$ cat src/rtl/mul_seq_pkg.sv
// Shared types and constants for the sequential multiplier and its ALU.
// The signed datapath is compiled in only when MUL_SEQ_SIGNED_EN is defined.
package mul_seq_pkg;

  localparam int MUL_ITERS = 32;

  localparam logic [3:0] ALUC_ADDU = 4'b0000;
  localparam logic [3:0] ALUC_SUBU = 4'b0001;
  localparam logic [3:0] ALUC_ADD  = 4'b0010;
  localparam logic [3:0] ALUC_SUB  = 4'b0011;
  localparam logic [3:0] ALUC_AND  = 4'b0100;
  localparam logic [3:0] ALUC_OR   = 4'b0101;
  localparam logic [3:0] ALUC_XOR  = 4'b0110;
  localparam logic [3:0] ALUC_NOR  = 4'b0111;

  typedef enum logic [2:0] {
    ST_IDLE    = 3'd0,
    ST_ABS_A   = 3'd1,
    ST_ABS_B   = 3'd2,
    ST_ITER    = 3'd3,
    ST_NEG_LO  = 3'd4,
    ST_NEG_HI  = 3'd5,
    ST_NEG_HI2 = 3'd6,
    ST_DONE    = 3'd7
  } state_e;

endpackage

$ cat src/rtl/alu.sv
// CPU31 32-bit combinational ALU. For the unsigned add/sub codes, carry is
// the carry-out on add and the borrow (a < b) on subtract.
module alu
  import mul_seq_pkg::*;
(
  input  logic [31:0] a,
  input  logic [31:0] b,
  input  logic [3:0]  aluc,
  output logic [31:0] r,
  output logic        carry,
  output logic        overflow,
  output logic        negative,
  output logic        zero
);

  logic [32:0] sum_ext;
  logic [32:0] diff_ext;

  assign sum_ext  = {1'b0, a} + {1'b0, b};
  assign diff_ext = {1'b0, a} - {1'b0, b};

  always_comb begin
    r        = '0;
    carry    = 1'b0;
    overflow = 1'b0;
    case (aluc)
      ALUC_ADDU: begin
        r     = sum_ext[31:0];
        carry = sum_ext[32];
      end
      ALUC_SUBU: begin
        r     = diff_ext[31:0];
        carry = diff_ext[32];
      end
      ALUC_ADD: begin
        r        = sum_ext[31:0];
        overflow = (a[31] == b[31]) && (r[31] != a[31]);
      end
      ALUC_SUB: begin
        r        = diff_ext[31:0];
        overflow = (a[31] != b[31]) && (r[31] != a[31]);
      end
      ALUC_AND: r = a & b;
      ALUC_OR:  r = a | b;
      ALUC_XOR: r = a ^ b;
      ALUC_NOR: r = ~(a | b);
      default:  r = '0;
    endcase
  end

  assign negative = r[31];
  assign zero     = (r == 32'd0);

endmodule

$ cat src/rtl/mul_seq.sv
// Multi-cycle 32x32->64 shift-and-add multiplier sequencing the shared alu.
// Define MUL_SEQ_SIGNED_EN to honour `sign` (abs / negate fix-up passes).
module mul_seq
  import mul_seq_pkg::*;
#(
  parameter int WIDTH = 32,
  parameter int ITERS = MUL_ITERS
) (
  input  logic             clk,
  input  logic             rst_n,
  input  logic             start,
  input  logic             sign,
  input  logic [WIDTH-1:0] a,
  input  logic [WIDTH-1:0] b,
  output logic             busy,
  output logic             done,
  output logic [WIDTH-1:0] hi,
  output logic [WIDTH-1:0] lo
);

  state_e           state_q, state_d;
  logic [WIDTH-1:0] mcand_q, mcand_d;
  logic [WIDTH-1:0] acc_q, acc_d;
  logic [WIDTH-1:0] mplr_q, mplr_d;
  logic [WIDTH-1:0] hi_q, hi_d;
  logic [WIDTH-1:0] lo_q, lo_d;
  logic [5:0]       cnt_q, cnt_d;
  logic             done_q, done_d;
  logic             accept;
  logic             last_iter;

  logic [31:0] alu_a, alu_b, alu_r;
  logic [3:0]  alu_c;
  logic        alu_carry, alu_ovf, alu_neg, alu_zero;
  logic        unused_alu_flags;

`ifdef MUL_SEQ_SIGNED_EN
  logic neg_q, neg_d;
  logic sgn_q, sgn_d;
  logic lo_nz_q, lo_nz_d;
`else
  logic unused_sign;
  assign unused_sign = sign;
`endif

  assign unused_alu_flags = ^{alu_ovf, alu_neg, alu_zero};

  alu u_alu (
    .a        (alu_a),
    .b        (alu_b),
    .aluc     (alu_c),
    .r        (alu_r),
    .carry    (alu_carry),
    .overflow (alu_ovf),
    .negative (alu_neg),
    .zero     (alu_zero)
  );

  // DONE doubles as an accept slot so back-to-back requests lose no cycle.
  assign accept    = start && ((state_q == ST_IDLE) || (state_q == ST_DONE));
  assign last_iter = (cnt_q == 6'(ITERS - 1));

  always_ff @(posedge clk or negedge rst_n) begin
    if (!rst_n) state_q <= ST_IDLE;
    else        state_q <= state_d;
  end

  always_comb begin
    state_d = state_q;
    case (state_q)
      ST_IDLE, ST_DONE: begin
        state_d = ST_IDLE;
        if (start) begin
`ifdef MUL_SEQ_SIGNED_EN
          state_d = sign ? ST_ABS_A : ST_ITER;
`else
          state_d = ST_ITER;
`endif
        end
      end
`ifdef MUL_SEQ_SIGNED_EN
      ST_ABS_A:   state_d = ST_ABS_B;
      ST_ABS_B:   state_d = ST_ITER;
      ST_NEG_LO:  state_d = ST_NEG_HI;
      ST_NEG_HI:  state_d = ST_NEG_HI2;
      ST_NEG_HI2: state_d = ST_DONE;
`endif
      ST_ITER: begin
        if (last_iter) begin
`ifdef MUL_SEQ_SIGNED_EN
          state_d = sgn_q ? ST_NEG_LO : ST_DONE;
`else
          state_d = ST_DONE;
`endif
        end
      end
      default: state_d = ST_IDLE;
    endcase
  end

  assign busy = (state_q != ST_IDLE) && (state_q != ST_DONE);
  assign done = done_q;
  assign hi   = hi_q;
  assign lo   = lo_q;

  always_comb begin
    mcand_d = mcand_q;
    acc_d   = acc_q;
    mplr_d  = mplr_q;
    cnt_d   = cnt_q;
    hi_d    = hi_q;
    lo_d    = lo_q;
    done_d  = 1'b0;
    alu_a   = '0;
    alu_b   = '0;
    alu_c   = ALUC_ADDU;
`ifdef MUL_SEQ_SIGNED_EN
    neg_d   = neg_q;
    sgn_d   = sgn_q;
    lo_nz_d = lo_nz_q;
`endif

    case (state_q)
      ST_ITER: begin
        alu_a = acc_q;
        alu_b = mcand_q;
        // The right shift of {acc, mplr} is pure wiring around the adder.
        {acc_d, mplr_d} = mplr_q[0] ? {alu_carry, alu_r, mplr_q[WIDTH-1:1]}
                                    : {1'b0, acc_q, mplr_q[WIDTH-1:1]};
        cnt_d = cnt_q + 6'd1;
      end
`ifdef MUL_SEQ_SIGNED_EN
      ST_ABS_A: begin
        alu_b = mcand_q;
        alu_c = ALUC_SUBU;
        if (sgn_q && mcand_q[WIDTH-1]) mcand_d = alu_r;
      end
      ST_ABS_B: begin
        alu_b = mplr_q;
        alu_c = ALUC_SUBU;
        if (sgn_q && mplr_q[WIDTH-1]) mplr_d = alu_r;
      end
      ST_NEG_LO: begin
        alu_b   = mplr_q;
        alu_c   = ALUC_SUBU;
        lo_nz_d = alu_carry;
        if (neg_q) mplr_d = alu_r;
      end
      ST_NEG_HI: begin
        alu_b = acc_q;
        alu_c = ALUC_SUBU;
        if (neg_q) acc_d = alu_r;
      end
      ST_NEG_HI2: begin
        // Borrow out of the low-half negate propagates into the high half.
        alu_a = acc_q;
        alu_b = 32'd1;
        alu_c = ALUC_SUBU;
        if (neg_q && lo_nz_q) acc_d = alu_r;
      end
`endif
      default: ;
    endcase

    if (state_q == ST_DONE) begin
      hi_d   = acc_q;
      lo_d   = mplr_q;
      done_d = 1'b1;
    end

    if (accept) begin
      mcand_d = a;
      mplr_d  = b;
      acc_d   = '0;
      cnt_d   = '0;
`ifdef MUL_SEQ_SIGNED_EN
      neg_d   = sign & (a[WIDTH-1] ^ b[WIDTH-1]);
      sgn_d   = sign;
`endif
    end
  end

  always_ff @(posedge clk or negedge rst_n) begin
    if (!rst_n) begin
      mcand_q <= '0;
      acc_q   <= '0;
      mplr_q  <= '0;
      cnt_q   <= '0;
      hi_q    <= '0;
      lo_q    <= '0;
      done_q  <= 1'b0;
`ifdef MUL_SEQ_SIGNED_EN
      neg_q   <= 1'b0;
      sgn_q   <= 1'b0;
      lo_nz_q <= 1'b0;
`endif
    end else begin
      mcand_q <= mcand_d;
      acc_q   <= acc_d;
      mplr_q  <= mplr_d;
      cnt_q   <= cnt_d;
      hi_q    <= hi_d;
      lo_q    <= lo_d;
      done_q  <= done_d;
`ifdef MUL_SEQ_SIGNED_EN
      neg_q   <= neg_d;
      sgn_q   <= sgn_d;
      lo_nz_q <= lo_nz_d;
`endif
    end
  end

endmodule

$ cat config.mk
export PLATFORM = sky130hd
export DESIGN_NAME = mul_seq
export DESIGN_NICKNAME = d
export VERILOG_FILES = /design/src/rtl/mul_seq_pkg.sv /design/src/rtl/alu.sv /design/src/rtl/mul_seq.sv
export SDC_FILE = /design/constraint.sdc
export NUM_CORES = 1
export LEC_CHECK = 0
export ABC_CLOCK_PERIOD_IN_PS = 4200
export BUFFER_PORTS_ARGS = -buffer_cell sky130_fd_sc_hd__buf_2
export CAP_MARGIN = 10
export CORE_ASPECT_RATIO = 0.7
export CORE_MARGIN = 8
export CORE_UTILIZATION = 58
export DETAILED_ROUTE_END_ITERATION = 8
export PLACE_DENSITY = 0.81
export SETUP_SLACK_MARGIN = 0.2
export SLEW_MARGIN = 20
export SYNTH_ARGS = -nofsm -noshare
export SYNTH_HDL_FRONTEND = slang
export SYNTH_SLANG_ARGS = --single-unit
export TNS_END_PERCENT = 100
$ cat constraint.sdc
create_clock -name clk -period 4.2 [get_ports clk]
set_input_delay 0.84 -clock clk [delete_from_list [all_inputs] [get_ports clk]]
set_output_delay 0.84 -clock clk [all_outputs]
set_load 0.02 [all_outputs]
# Word-level counts from Yosys, hierarchy flattened
# Cells that the tools add are included.
dict set report classes {
  addsub 2
  n_eq_ne 5
  muxes 13
  n_reduce_logical 7
}
# op count
set ops {}
lappend ops {{$mux 32} 6}
lappend ops {{$mux 64} 1}
lappend ops {{$add 32x32->33} 1}
lappend ops {{$mux 6} 2}
lappend ops {{$add 6x1->6 const B} 1}
lappend ops {{$eq 6x5->1 const B} 1}
lappend ops {{$pmux 3 s2} 1}
lappend ops {{$eq 3x2->1 const B} 1}
lappend ops {{$eq 3x3->1 const B} 1}
lappend ops {{$logic_not 3->1} 1}
lappend ops {{$mux 3} 1}
lappend ops {{$ne 3x3->1 const B} 1}
lappend ops {{$reduce_bool 3->1} 1}
lappend ops {{$logic_and 1x1->1} 2}
lappend ops {{$mux 2} 1}
lappend ops {{$ne 2x2->1 const B} 1}
lappend ops {{$reduce_bool 2->1} 1}
lappend ops {{$reduce_or 2->1} 1}
lappend ops {{$logic_or 1x1->1} 1}
lappend ops {{$mux 1} 1}
dict set report totals {
  register_bits 170
  inputBits 68
  out_inout_bits 66
  elab_cells 35
}

# Logic depth before layout (Yosys ltp)
# Gate-level depths: netlist (run 1).
dict set report depth {
  ltp_word 6
  mapped_depth 16
}

# Modules after synthesis
# Synthesis (run 1) repeated with hierarchy kept, for this count alone.
dict set report unflattened {
  cells_unflattened 1591
  hier_area_um2 13381.6
}
# mod instances cells_per_inst area_per_inst_um2 seq_area_each_um2
set modules_own_cells {}
lappend modules_own_cells {mul_seq 1 669 7484.7 4229.1}
lappend modules_own_cells {alu 1 922 5896.9 0.0}

# Least setup slack after synthesis (run 1)
# OpenSTA, ideal clock, no wires.
dict set report synth_timing {
  path_kind {register to register}
  startpoint {register state_q[1]}
  endpoint {register acc_q[25]}
  setup_time_ns 0.124
  arrival_time_ns 3.263
  required_ns 4.076
  setup_slack_ns 0.813
  path_stages_with_launch 14
  synth_period_minus_slack_ns 3.387
  cell_sequence {dfrtp_1 -> ha_1 -> clkbuf_1 -> clkbuf_1 -> clkbuf_1 -> and2_1 -> fa_1 -> a21o_1 -> a221oi_2 -> o31ai_2 -> nand2_2 -> o311ai_4 -> a211o_2 -> a211o_1}
}
dict set report synth_between {
  elab_chain_len 6
  word_cells_on_any_way 12
  cone_classes {1 x add/sub; 2 x eq/ne; 5 x mux; 4 x reduce/logical}
}
# element line
set synth_lines {}
lappend synth_lines {{start, declared} mul_seq.sv:21} ;# state_e state_q, state_d;
lappend synth_lines {{start signal, assigned} mul_seq.sv:65} ;# else state_q <= state_d;
lappend synth_lines {{$eq 3x2->1} mul_seq.sv:123} ;# case (state_q)
lappend synth_lines {{$mux 32} mul_seq.sv:123}
lappend synth_lines {{$add 32x32->33} alu.sv:19} ;# assign sum_ext = {1'b0, a} + {1'b0, b};
lappend synth_lines {{$mux 64} mul_seq.sv:128} ;# {acc_d, mplr_d} = mplr_q[0] ? {alu_carry, alu_r, mplr_q[WIDTH-1:1]}
lappend synth_lines {{$mux 32} mul_seq.sv:123}
lappend synth_lines {{$mux 32} mul_seq.sv:171} ;# if (accept) begin
lappend synth_lines {{end signal, assigned} mul_seq.sv:186} ;# acc_q <= '0;
lappend synth_lines {{end signal, assigned} mul_seq.sv:199} ;# acc_q <= acc_d;
lappend synth_lines {{end, declared} mul_seq.sv:23} ;# logic [WIDTH-1:0] acc_q, acc_d;
# Parallel ways exist; a longest one is shown, timed or not. The select of a mux whose other input is x is not followed.
# A chain may end at the register's enable or synchronous reset.

# Final worst setup path (run 1)
dict set report layout_timing {
  startpoint {register state_q[1]}
  endpoint {register acc_q[27]}
}
# The elaborated chain is that of the path after synthesis.

==> results.json, run 1 <==
{
  "cpPeakStageDelay_ns": 0.46,
  "crit_chain": "ha_4, and2_1, ha_1, fa_1, a21o_1, a221oi_2, o21a_1, o21ai_2, o211ai_1, nand2_1, xnor2_1, a21oi_1",
  "wl_per_cell_um": 16.9,
  "avgSynthCellArea_sq_um": 9.79,
  "max_slew.worst_pin.slew_ns": 0.977,
  "final_area_sq_mm": 0.0106,
  "ctsHoldBuffers": 0,
  "viasPerCell": 5.67,
  "clockBufferDepth": 2,
  "rrSetupSlack_ns": 0.61,
  "drtPass1Iterations": 5,
  "ys_seq_area_share_pct": 46.2,
  "areaGrowthSynthToFinish_pct": 15.5,
  "dp_hpwl_mm": 14.6,
  "synth.distinct_cells": 54,
  "crit_family": "compound AO/OA/AOI/OAI gates",
  "drv_cap": 0,
  "synth_area_leaders": "dfrtp_1 46%, mux2_2 7.9%, nand2_1 7.0%, mux2i_1 6.3%, ha_1 5.1%",
  "drt_iter0_markers": 462,
  "clock_latency_ns": 0.43,
  "end_kind": "flip-flop",
  "antenna_found_initial": 0,
  "cts_tree": "done",
  "cts_sinks": 169,
  "min_period_ns": 3.59,
  "period_share_pct": 85.4,
  "crit_path_max_fanout": 84,
  "core_sq_mm": 0.0155,
  "wl_met1_mm": 10.3,
  "vias": 7115,
  "grt_usage_pct": 21.9,
  "syn-instance-count": 935,
  "finalMaxSlewViolations": 0,
  "cellLeakagePower_nw": 5.22,
  "fin_skew_ns": 0.0133,
  "crit_path_top_delay_cell": "dfrtp_1",
  "min_path_type": "primary input to asynchronous set/reset pin",
  "status": "finished clean",
  "yosysWarnings": 0,
  "setup_tns_ns": 0,
  "gp_congestion": 0.889,
  "clock.fmax_ghz": 0.279,
  "layout_common_cells": "170 x nand2_1, 169 x dfrtp_1, 131 x buf_2, 67 x and2_1, 66 x o21ai_0",
  "htreeDepth": 4,
  "yosys_register_bits": 169,
  "hold_viol": 0,
  "async_flop_share_pct": 100,
  "num_io_pins": 134,
  "dieArea_sq_mm": 0.0201,
  "dpl_cell_area_sq_mm": 0.00997,
  "synth_ff_type": "dfrtp_1",
  "irDropWorstVdd_v": 0.000418,
  "synth_largest_area_cell": "dfrtp_1",
  "yosys.area.top_type_share_pct": 46.2,
  "holdWs_ns": 0.428,
  "pre_cts_slack_ns": 0.664,
  "worst_slack_ns": 0.613,
  "cts_resized": 0,
  "cts_made_buffers": 17,
  "grt_overflow": 0,
  "root_buffer": "clkbuf_16",
  "drive_gt1_share_pct": 23.9,
  "grt_max_degree": 98,
  "grt_pass1_wl_mm": 36.4,
  "insertedDiodeCount": 0,
  "final_common_cell": "nand2_1",
  "io_buffers": 132,
  "power_density_mw_per_mm2": 745,
  "ant_nets": 0,
  "grt_pass1_vias": 7226,
  "post-route-drc-count": 0,
  "routed_wirelength_mm": 21.2,
  "highest_layer": "met4",
  "path_buf_inv": 0,
  "critPathLaunchType": "flip-flop",
  "clk_pin_slew_ns": 0.07,
  "core.rowCount": 38,
  "final_nets": 1147,
  "met3_length_um": 916,
  "rsz0062_at_grt": "no",
  "die_w_um": 166,
  "setup_viol": 0,
  "syn_nets": 1041,
  "slew_headroom_pct": 34.8,
  "post_cts_buffers": 0,
  "die_h_um": 121,
  "syn_area_sq_mm": 0.00916,
  "wl_met2_mm": 9.70,
  "synth_edf_count": 0,
  "required_ns": 4.48,
  "initial_core_util_pct": 59.3,
  "arrival_ns": 3.87,
  "path_class": "flip-flop to flip-flop"
}
-- cell usage after synthesis, types with 2 or more instances --
cell type and instances:
inv_1 11, buf_2 4, nand2_1 170, o21ai_1 5, a21o_1 13, buf_1 3
mux2_2 64, a211oi_1 13, o22ai_1 2, and2_1 68, o21ai_0 66, mux2i_1 58
ha_1 37, a21boi_0 3, and3_1 2, nor2_1 40, xnor2_1 20, dfrtp_1 169
nand3b_1 3, o211ai_1 8, nand4_1 9, clkbuf_1 48, o21a_1 3, xor2_1 10
o21bai_1 4, nand3_1 11, a21oi_1 52, or3_1 3, nor2b_1 4, nor3_1 8
-- through the flow --
step / std cells / total power (W) / util [%]
after floorplan: 935 / 0.00529 / -
after global placement: 1222 / 0.00618 / 64.5
after detailed placement: 1222 / 0.00631 / 64.5
after CTS: 1254 / 0.00794 / 68.4
after global routing: 1254 / 0.00846 / 68.4
final: 1254 / 0.00787 / 68.4
-- cells by family after synthesis --
family                     Yosys count  synth area share, %
and+or+nand+nor                    324                 16.2
DFF                                169                 46.2
buffers and inverters               66                 2.76
adders and majority gates           38                 5.27
AOI/OAI and AO/OA                  186                 12.5
muxes                              122                 14.2
xor gates and xnor gates            30                 2.87
-- worst register-to-register path, delay by kind of cell, from the launching register on --
family	cells	cell delay, ns
AOI/OAI and AO/OA	6	1.40
xor gates and xnor gates	1	0.18
adders and majority gates	3	1.05
DFF	1	0.46
and+or+nand+nor	2	0.36
-- worst paths after layout --
check                                  startpoint                 endpoint  depth (start not counted)
setup reg to reg           state_q[1]$_DFFE_PN0P_    acc_q[27]$_DFFE_PN0N_                         12
hold reg to reg            mcand_q[7]$_DFFE_PN0P_   mcand_q[7]$_DFFE_PN0P_                          2
setup / recovery           state_q[1]$_DFFE_PN0P_    acc_q[27]$_DFFE_PN0N_                         12
min in group clk           mcand_q[7]$_DFFE_PN0P_   mcand_q[7]$_DFFE_PN0P_                          2
max in group asynchronous                   rst_n    mplr_q[2]$_DFFE_PN0N_                          2
hold / removal                              rst_n  mcand_q[10]$_DFFE_PN0P_                          1
-- layer usage --
metal,up-vias,track usage [%]
met2,152,34.8
met4,0,5.43
li1,3448,-
met1,3489,30.1
met5,-,0
met3,26,4.94
-- state kept, by name, summed over array words and instances, names as in the netlist --
register and cells:
acc_q 32, hi 32, lo 32, mcand_q 32, mplr_q 32, cnt_q 6, state_q 2, done 1
-- final cells by class --
| type | count | area, sq um |
|---|---|---|
| tap | 200 | 250 |
| sequential | 169 | 4230 |
| clock inverter | 15 | 179 |
| clock buffer | 17 | 425 |
| timing repair buffer | 142 | 754 |
| inverter | 11 | 41.3 |
| fill | 1212 | 4880 |
| multi-input combinational | 700 | 4690 |
-- power breakdown --
part | internal (W) | switching, W | total [W]
Sequential | 0.00235 | 0.000470 | 0.00282
Clock | 0.000853 | 0.000735 | 0.00159
Combinational | 0.00139 | 0.00207 | 0.00346
Power figures use the tool's default switching activity.
==> inputs of run 2 (changes only) <==
--- a/config.mk
+++ b/config.mk
@@ -5,6 +5,7 @@
 export SDC_FILE = /design/constraint.sdc
 export NUM_CORES = 1
 export LEC_CHECK = 0
+export ABC_AREA = 1
 export ABC_CLOCK_PERIOD_IN_PS = 4200
 export BUFFER_PORTS_ARGS = -buffer_cell sky130_fd_sc_hd__buf_2
 export CAP_MARGIN = 10
@@ -12,7 +13,8 @@
 export CORE_MARGIN = 8
 export CORE_UTILIZATION = 58
 export DETAILED_ROUTE_END_ITERATION = 8
-export PLACE_DENSITY = 0.81
+export HOLD_SLACK_MARGIN = 0.03
+export PLACE_DENSITY = 0.8
 export SETUP_SLACK_MARGIN = 0.2
 export SLEW_MARGIN = 20
 export SYNTH_ARGS = -nofsm -noshare
==> results.json, run 2 <==
{
  "synth.most_common_cell": "nand2_1",
  "areaGrowthSynthToFinish_pct": 15.3,
  "die_h_um": 125,
  "drv_cap": 0,
  "reg2reg_to": "acc_q[27]$_DFFE_PN0N_",
  "power_density_mw_per_mm2": 688,
  "crit_path_top_delay_cell": "ha_2",
  "async_flop_share_pct": 100,
  "vias": 8830,
  "synth_top_family_by_area": "simple AND/OR/NAND/NOR gates",
  "arrival_ns": 3.47,
  "synth_compound_area_share_pct": 8.42,
  "num_io_pins": 134,
  "cts_resized": 0,
  "dp_hpwl_mm": 18.9,
  "r2r_cells": 16,
  "post_cts_buffers": 0,
  "required_ns": 4.54,
  "p_sw_w": 0.00352,
  "synth_area_leaders": "dfrtp_1 43%, nand2_1 18%, inv_1 8.5%, ha_1 4.7%, nor2_1 4.3%",
  "syn-instance-count": 1344,
  "synth_edf_count": 0,
  "gp_congestion": 0.973,
  "ant_nets": 0,
  "post-route-drc-count": 0,
  "core.rowCount": 39,
  "grt_pass1_wl_mm": 43.9,
  "yosys.area.top_type_share_pct": 43.2,
  "grt_overflow": 0,
  "cpPeakStageDelay_ns": 0.55,
  "core_sq_mm": 0.0164,
  "root_buffer": "clkbuf_16",
  "status": "finished clean",
  "pre_cts_slack_ns": 1.14,
  "io_buffers": 132,
  "drive_gt1_share_pct": 16.5,
  "wl_per_cell_um": 15.6,
  "internal-power_w": 0.00425,
  "yosys_register_bits": 169,
  "fin_skew_ns": 0.00965,
  "cts_made_buffers": 17,
  "crit_path_max_fanout": 24,
  "setup_tns_ns": 0,
  "synth.distinct_cells": 34,
  "grt_usage_pct": 25.5,
  "viasPerCell": 5.21,
  "max_slew.worst_pin.slew_ns": 1.12,
  "final_nets": 1564,
  "ctsHoldBuffers": 0,
  "rrSetupSlack_ns": 1.07,
  "yosys.area_share.simple_pct": 27.8,
  "synth_largest_area_cell": "dfrtp_1",
  "cts_sinks": 169,
  "drt_iter0_markers": 725,
  "insertedDiodeCount": 0,
  "clockBufferDepth": 2,
  "min_period_ns": 3.13,
  "synth_common_cells": "482 x nand2_1, 221 x inv_1, 169 x dfrtp_1",
  "r2r_start": "state_q[2]$_DFFE_PN0P_",
  "clockPowerShare_pct": 20.6,
  "combinationalPowerShare_pct": 43.8,
  "ys_seq_area_share_pct": 43.2,
  "clock.fmax_ghz": 0.319,
  "syn_area_sq_mm": 0.00979,
  "syn_nets": 1450,
  "htreeDepth": 4,
  "end_kind": "flip-flop",
  "path_class": "flip-flop to flip-flop",
  "hold_viol": 0,
  "drtPass1Iterations": 5,
  "worst_path_most_repeated_cell": "nand2_1",
  "synth_ff_type": "dfrtp_1",
  "avgSynthCellArea_sq_um": 7.29,
  "grt_max_degree": 98,
  "rsz0062_at_grt": "no",
  "synth_fa_ha_area_share_pct": 4.93,
  "min_path_type": "primary input to asynchronous set/reset pin",
  "antenna_found_initial": 2,
  "grt_pass1_vias": 8758,
  "die_w_um": 171,
  "clk_pin_slew_ns": 0.08,
  "finalMaxSlewViolations": 0,
  "slew_headroom_pct": 25.1,
  "clock_latency_ns": 0.44,
  "cellLeakagePower_nw": 6.65,
  "synthXorXnorAreaFrac_pct": 1.25,
  "period_share_pct": 74.6,
  "setup_viol": 0,
  "crit_chain": "inv_1, ha_2, buf_4, nand2_1, inv_1, ha_1, a21oi_1, inv_1, nor2_1, nand2_1, a21oi_1, nand2_1, nand2_1, nand3_1, nand2_1, nand2_1",
  "worst_slack_ns": 1.07,
  "total_power_w": 0.00776,
  "final_common_cell": "nand2_1",
  "dieArea_sq_mm": 0.0214,
  "irDropWorstVdd_v": 0.000611,
  "synth.area.mux_share_pct": 3.78,
  "yosysWarnings": 0,
  "layout_common_cells": "482 x nand2_1, 220 x inv_1, 169 x dfrtp_1, 131 x buf_2, 111 x nor2_1",
  "cts_tree": "done",
  "initial_core_util_pct": 59.5,
  "switching_share_pct": 45.3,
  "seqPwrFrac_pct": 35.6,
  "critPathLaunchType": "flip-flop",
  "routed_wirelength_mm": 26.5
}
-- run 2: cell types whose count changed after synthesis, sizes merged, moves of 14 or more --
cell	previous run	this run
a21oi	53	67
and2	68	3
buf	7	23
clkbuf	48	27
inv	11	221
mux2	64	32
mux2i	58	1
nand2	171	497
nand3	11	50
nor2	40	120
o21ai	72	37
o221ai	1	18
xnor2	20	0
-- run 2: area by class of cell --
class | count | area, sq um
flip-flops and latches | 169 | 4230
clock inverters | 15 | 184
repair buffers | 145 | 802
clock buffers | 17 | 425
multi-input cells | 904 | 4530
fillers | 1374 | 5160
inverters | 221 | 830
well taps | 225 | 282
-- run 2: power groups by stage --
stage               logic, W  clock network, W  registers [W]
floorplan            0.00201                 0        0.00300
global placement     0.00326                 0        0.00274
detailed placement   0.00335                 0        0.00277
CTS                  0.00339           0.00162        0.00275
global route         0.00376           0.00167        0.00284
finish               0.00340           0.00160        0.00276
-- run 2: logic make-up (layout without fill, tap and decap cells) --
| logic type | after synthesis | count (layout) |
|---|---|---|
| AND/OR/NAND/NOR | 678 | 678 |
| buffers and inverters | 271 | 398 |
| flip-flops | 169 | 169 |
| AO/OA/AOI/OAI | 141 | 141 |
| adder cells (fa/ha/maj) | 38 | 38 |
| multiplexers | 33 | 33 |
| XOR/XNOR | 14 | 14 |
-- run 2: critical path, delay by kind of cell (launching register included) --
kind,cells,cell delay [ns]
AO/OA/AOI/OAI,2,0.46
adder cells (fa/ha/maj),2,0.85
buffers and inverters,4,0.62
flip-flops,1,0.42
AND/OR/NAND/NOR,8,0.67
-- run 2: worst max-delay path by stage --
stage                            from                     to  slack, ns  cells after the start
2_1_floorplan  state_q[1]$_DFFE_PN0P_  acc_q[15]$_DFFE_PN0N_       1.54                     16
3_3_place_gp   state_q[2]$_DFFE_PN0P_  acc_q[28]$_DFFE_PN0N_       1.23                     18
3_5_place_dp   state_q[2]$_DFFE_PN0P_  acc_q[27]$_DFFE_PN0N_       1.14                     16
4_1_cts        state_q[2]$_DFFE_PN0P_  acc_q[27]$_DFFE_PN0N_       1.12                     16
5_1_grt        state_q[2]$_DFFE_PN0P_  acc_q[30]$_DFFE_PN0N_       0.81                     18
6_report       state_q[2]$_DFFE_PN0P_  acc_q[27]$_DFFE_PN0N_       1.07                     16
-- run 2: metrics by stage --
step	hold WS [ns]	utilization, %	instance area (sq um)	instances
finish	0.436	68.6	11300	1696
global route	0.503	68.6	11300	1696
CTS	0.485	68.5	11300	1695
detailed placement	0.465	64.8	10700	1663
global placement	0.465	64.8	10700	1663
floorplan	0.449	-	9790	1344
-- run 2: metal layers --
layer | track usage [%] | wire length, um
met1 | 36.5 | 12200
met2 | 36.9 | 11400
met3 | 7.31 | 2530
met4 | 6.99 | 456
met5 | 0 | 22
==> inputs of run 3 (changes only) <==
--- a/config.mk
+++ b/config.mk
@@ -5,16 +5,16 @@
 export SDC_FILE = /design/constraint.sdc
 export NUM_CORES = 1
 export LEC_CHECK = 0
-export ABC_AREA = 1
-export ABC_CLOCK_PERIOD_IN_PS = 4200
+export ABC_AREA = 0
+export ABC_CLOCK_PERIOD_IN_PS = 2700
 export BUFFER_PORTS_ARGS = -buffer_cell sky130_fd_sc_hd__buf_2
 export CAP_MARGIN = 10
 export CORE_ASPECT_RATIO = 0.7
 export CORE_MARGIN = 8
-export CORE_UTILIZATION = 58
+export CORE_UTILIZATION = 52
 export DETAILED_ROUTE_END_ITERATION = 8
 export HOLD_SLACK_MARGIN = 0.03
-export PLACE_DENSITY = 0.8
+export PLACE_DENSITY = 0.77
 export SETUP_SLACK_MARGIN = 0.2
 export SLEW_MARGIN = 20
 export SYNTH_ARGS = -nofsm -noshare
==> constraint.sdc (replaced) <==
create_clock -name clk -period 2.7 [get_ports clk]
set_input_delay 0.54 -clock clk [delete_from_list [all_inputs] [get_ports clk]]
set_output_delay 0.54 -clock clk [all_outputs]
set_load 0.02 [all_outputs]
==> results.json, run 3 (synthesized netlist as in run 1, its figures left out) <==
{
  "drtPass1Iterations": 5,
  "initial_core_util_pct": 53.2,
  "status": "complete, but fails checks",
  "total_power_w": 0.0134,
  "holdWs_ns": 0.0871,
  "arrival_ns": 3.28,
  "cts_tree": "done",
  "seqPwrFrac_pct": 32.9,
  "grt_overflow": 0,
  "rsz0062_at_grt": "yes",
  "die_w_um": 175,
  "power_density_mw_per_mm2": 1120,
  "routed_wirelength_mm": 23.4,
  "clock_latency_ns": 0.44,
  "hold_viol": 0,
  "critPathLaunchType": "flip-flop",
  "combinationalPowerShare_pct": 48.8,
  "gp_congestion": 0.899,
  "worst_slack_ns": -0.273,
  "cts_made_buffers": 17,
  "ctsHoldBuffers": 0,
  "grt_max_degree": 69,
  "placed_cells": 1326,
  "min_path_type": "primary input to asynchronous set/reset pin",
  "finalMaxSlewViolations": 0,
  "vias": 7395,
  "drv_cap": 0,
  "grt_pass1_vias": 7490,
  "switching_share_pct": 40.9,
  "ant_nets": 0,
  "r2r_start": "state_q[2]$_DFFE_PN0P_",
  "insertedDiodeCount": 0,
  "max_slew.worst_pin.slew_ns": 0.636,
  "failed_checks": "setup timing",
  "areaGrowthSynthToFinish_pct": 30.0,
  "end_kind": "flip-flop",
  "final_common_cell": "dfrtp_1",
  "num_io_pins": 134,
  "final_cells": 1372,
  "io_buffers": 132,
  "layout_common_cells": "169 x dfrtp_1, 168 x nand2_1, 131 x buf_2, 80 x buf_4, 64 x mux2_2",
  "clockBufferDepth": 2,
  "clockPowerShare_pct": 18.3,
  "post-route-drc-count": 0,
  "grt_pass1_wl_mm": 37.9,
  "die_h_um": 127,
  "fillers": 1281,
  "dieArea_sq_mm": 0.0222,
  "dp_hpwl_mm": 15.7,
  "wl_per_cell_um": 17.1,
  "clk_pin_slew_ns": 0.07,
  "crit_path_max_fanout": 16,
  "drive_gt1_share_pct": 36.0,
  "slew_headroom_pct": 57.6,
  "dpl_cell_area_sq_mm": 0.0108,
  "fin_skew_ns": 0.0106,
  "htreeDepth": 4,
  "internal-power_w": 0.00791,
  "rrSetupSlack_ns": -0.27,
  "p_sw_w": 0.00546,
  "setup_viol": 22,
  "drt_iter0_markers": 589,
  "cts_sinks": 169,
  "period_share_pct": 110,
  "antenna_found_initial": 0,
  "r2r_cells": 14,
  "irDropWorstVdd_v": 0.000467,
  "final_area_sq_mm": 0.0119,
  "min_period_ns": 2.97,
  "cellLeakagePower_nw": 5.72,
  "viasPerCell": 5.39,
  "required_ns": 3.00,
  "reg2reg_to": "acc_q[26]$_DFFE_PN0N_",
  "core.rowCount": 40,
  "core_sq_mm": 0.0172,
  "path_class": "flip-flop to flip-flop",
  "final_nets": 1234,
  "clock.fmax_ghz": 0.336,
  "root_buffer": "clkbuf_16",
  "grt_usage_pct": 20.7
}
[run 3: changes by cell type in the layout (fill, tap and decap cells not counted), moves of 27 or more]
cell,previous run,this run
nand2_1,482,168
mux2_2,32,64
nand3_1,46,10
a21oi_1,67,40
and2_1,3,59
buf_4,10,80
o21ai_0,34,63
inv_1,220,10
nor2_1,111,40
mux2i_1,1,57
[run 3: critical path, stage by stage (launching register included)]
cell      delay (ns)
dfrtp_1         0.39
inv_2           0.08
ha_4            0.23
buf_6           0.18
and2_1          0.19
ha_4            0.25
o211ai_1        0.33
nor3_2          0.14
a211oi_2        0.22
nor3_2          0.05
buf_4           0.16
a21oi_4         0.20
o21bai_1        0.11
xnor2_1         0.23
o21ai_1         0.09
[run 3: timing repair]
action,in CTS,in global routing
gates resized for setup,37,43
cloned,0,1
buffers inserted,10,3
endpoints found under the setup margin,26,27
pin swaps,22,28
[run 3: through the flow]
stage | util, % | TNS [ns] | worst slack, ns
6_report | 69.1 | -3.60 | -0.273
3_5_place_dp | 62.5 | -3.28 | -0.288
2_1_floorplan | - | -3.15 | -0.352
4_1_cts | 67.4 | -2.90 | -0.258
3_3_place_gp | 62.5 | -2.33 | -0.210
5_1_grt | 69.1 | -6.12 | -0.399
[run 3: worst max-delay path by stage]
stage	end	cells past startpoint	slack, ns	startpoint
6_report	acc_q[26]$_DFFE_PN0N_	14	-0.27	state_q[2]$_DFFE_PN0P_
5_1_grt	acc_q[24]$_DFFE_PN0N_	12	-0.40	state_q[2]$_DFFE_PN0P_
4_1_cts	acc_q[29]$_DFFE_PN0N_	12	-0.26	state_q[1]$_DFFE_PN0P_
3_5_place_dp	acc_q[24]$_DFFE_PN0N_	13	-0.29	state_q[2]$_DFFE_PN0P_
3_3_place_gp	acc_q[29]$_DFFE_PN0N_	12	-0.21	state_q[1]$_DFFE_PN0P_
2_1_floorplan	acc_q[25]$_DFFE_PN0N_	13	-0.35	state_q[1]$_DFFE_PN0P_
[run 3: routing by layer]
| metal | vias up | GRT usage, % | share of wire, % |
|---|---|---|---|
| met2 | 169 | 32.9 | 46 |
| met5 | - | 0 | 0 |
| li1 | 3630 | - | - |
| met3 | 22 | 4.18 | 4.9 |
| met1 | 3574 | 28.6 | 48 |
| met4 | 0 | 5.42 | 1.1 |
[run 3: layout make-up]
| cell class | instances | area [sq um] | share of cell area [%] |
|---|---|---|---|
| Sequential cell | 169 | 4230 | 35.5 |
| Inverter | 11 | 41.3 | 0.347 |
| Timing Repair Buffer | 229 | 1540 | 12.9 |
| Clock buffer | 17 | 425 | 3.57 |
| Multi-Input combinational cell | 700 | 5220 | 43.8 |
| Tap cell | 231 | 289 | 2.43 |
| Clock inverter | 15 | 160 | 1.35 |
[run 3: power groups by stage]
stage | sequential, W | combinational [W] | clock [W]
after floorplan | 0.00474 | 0.00365 | 0
after global placement | 0.00437 | 0.00586 | 0
after detailed placement | 0.00444 | 0.00603 | 0
after CTS | 0.00440 | 0.00624 | 0.00249
after global routing | 0.00455 | 0.00714 | 0.00260
final | 0.00440 | 0.00652 | 0.00245
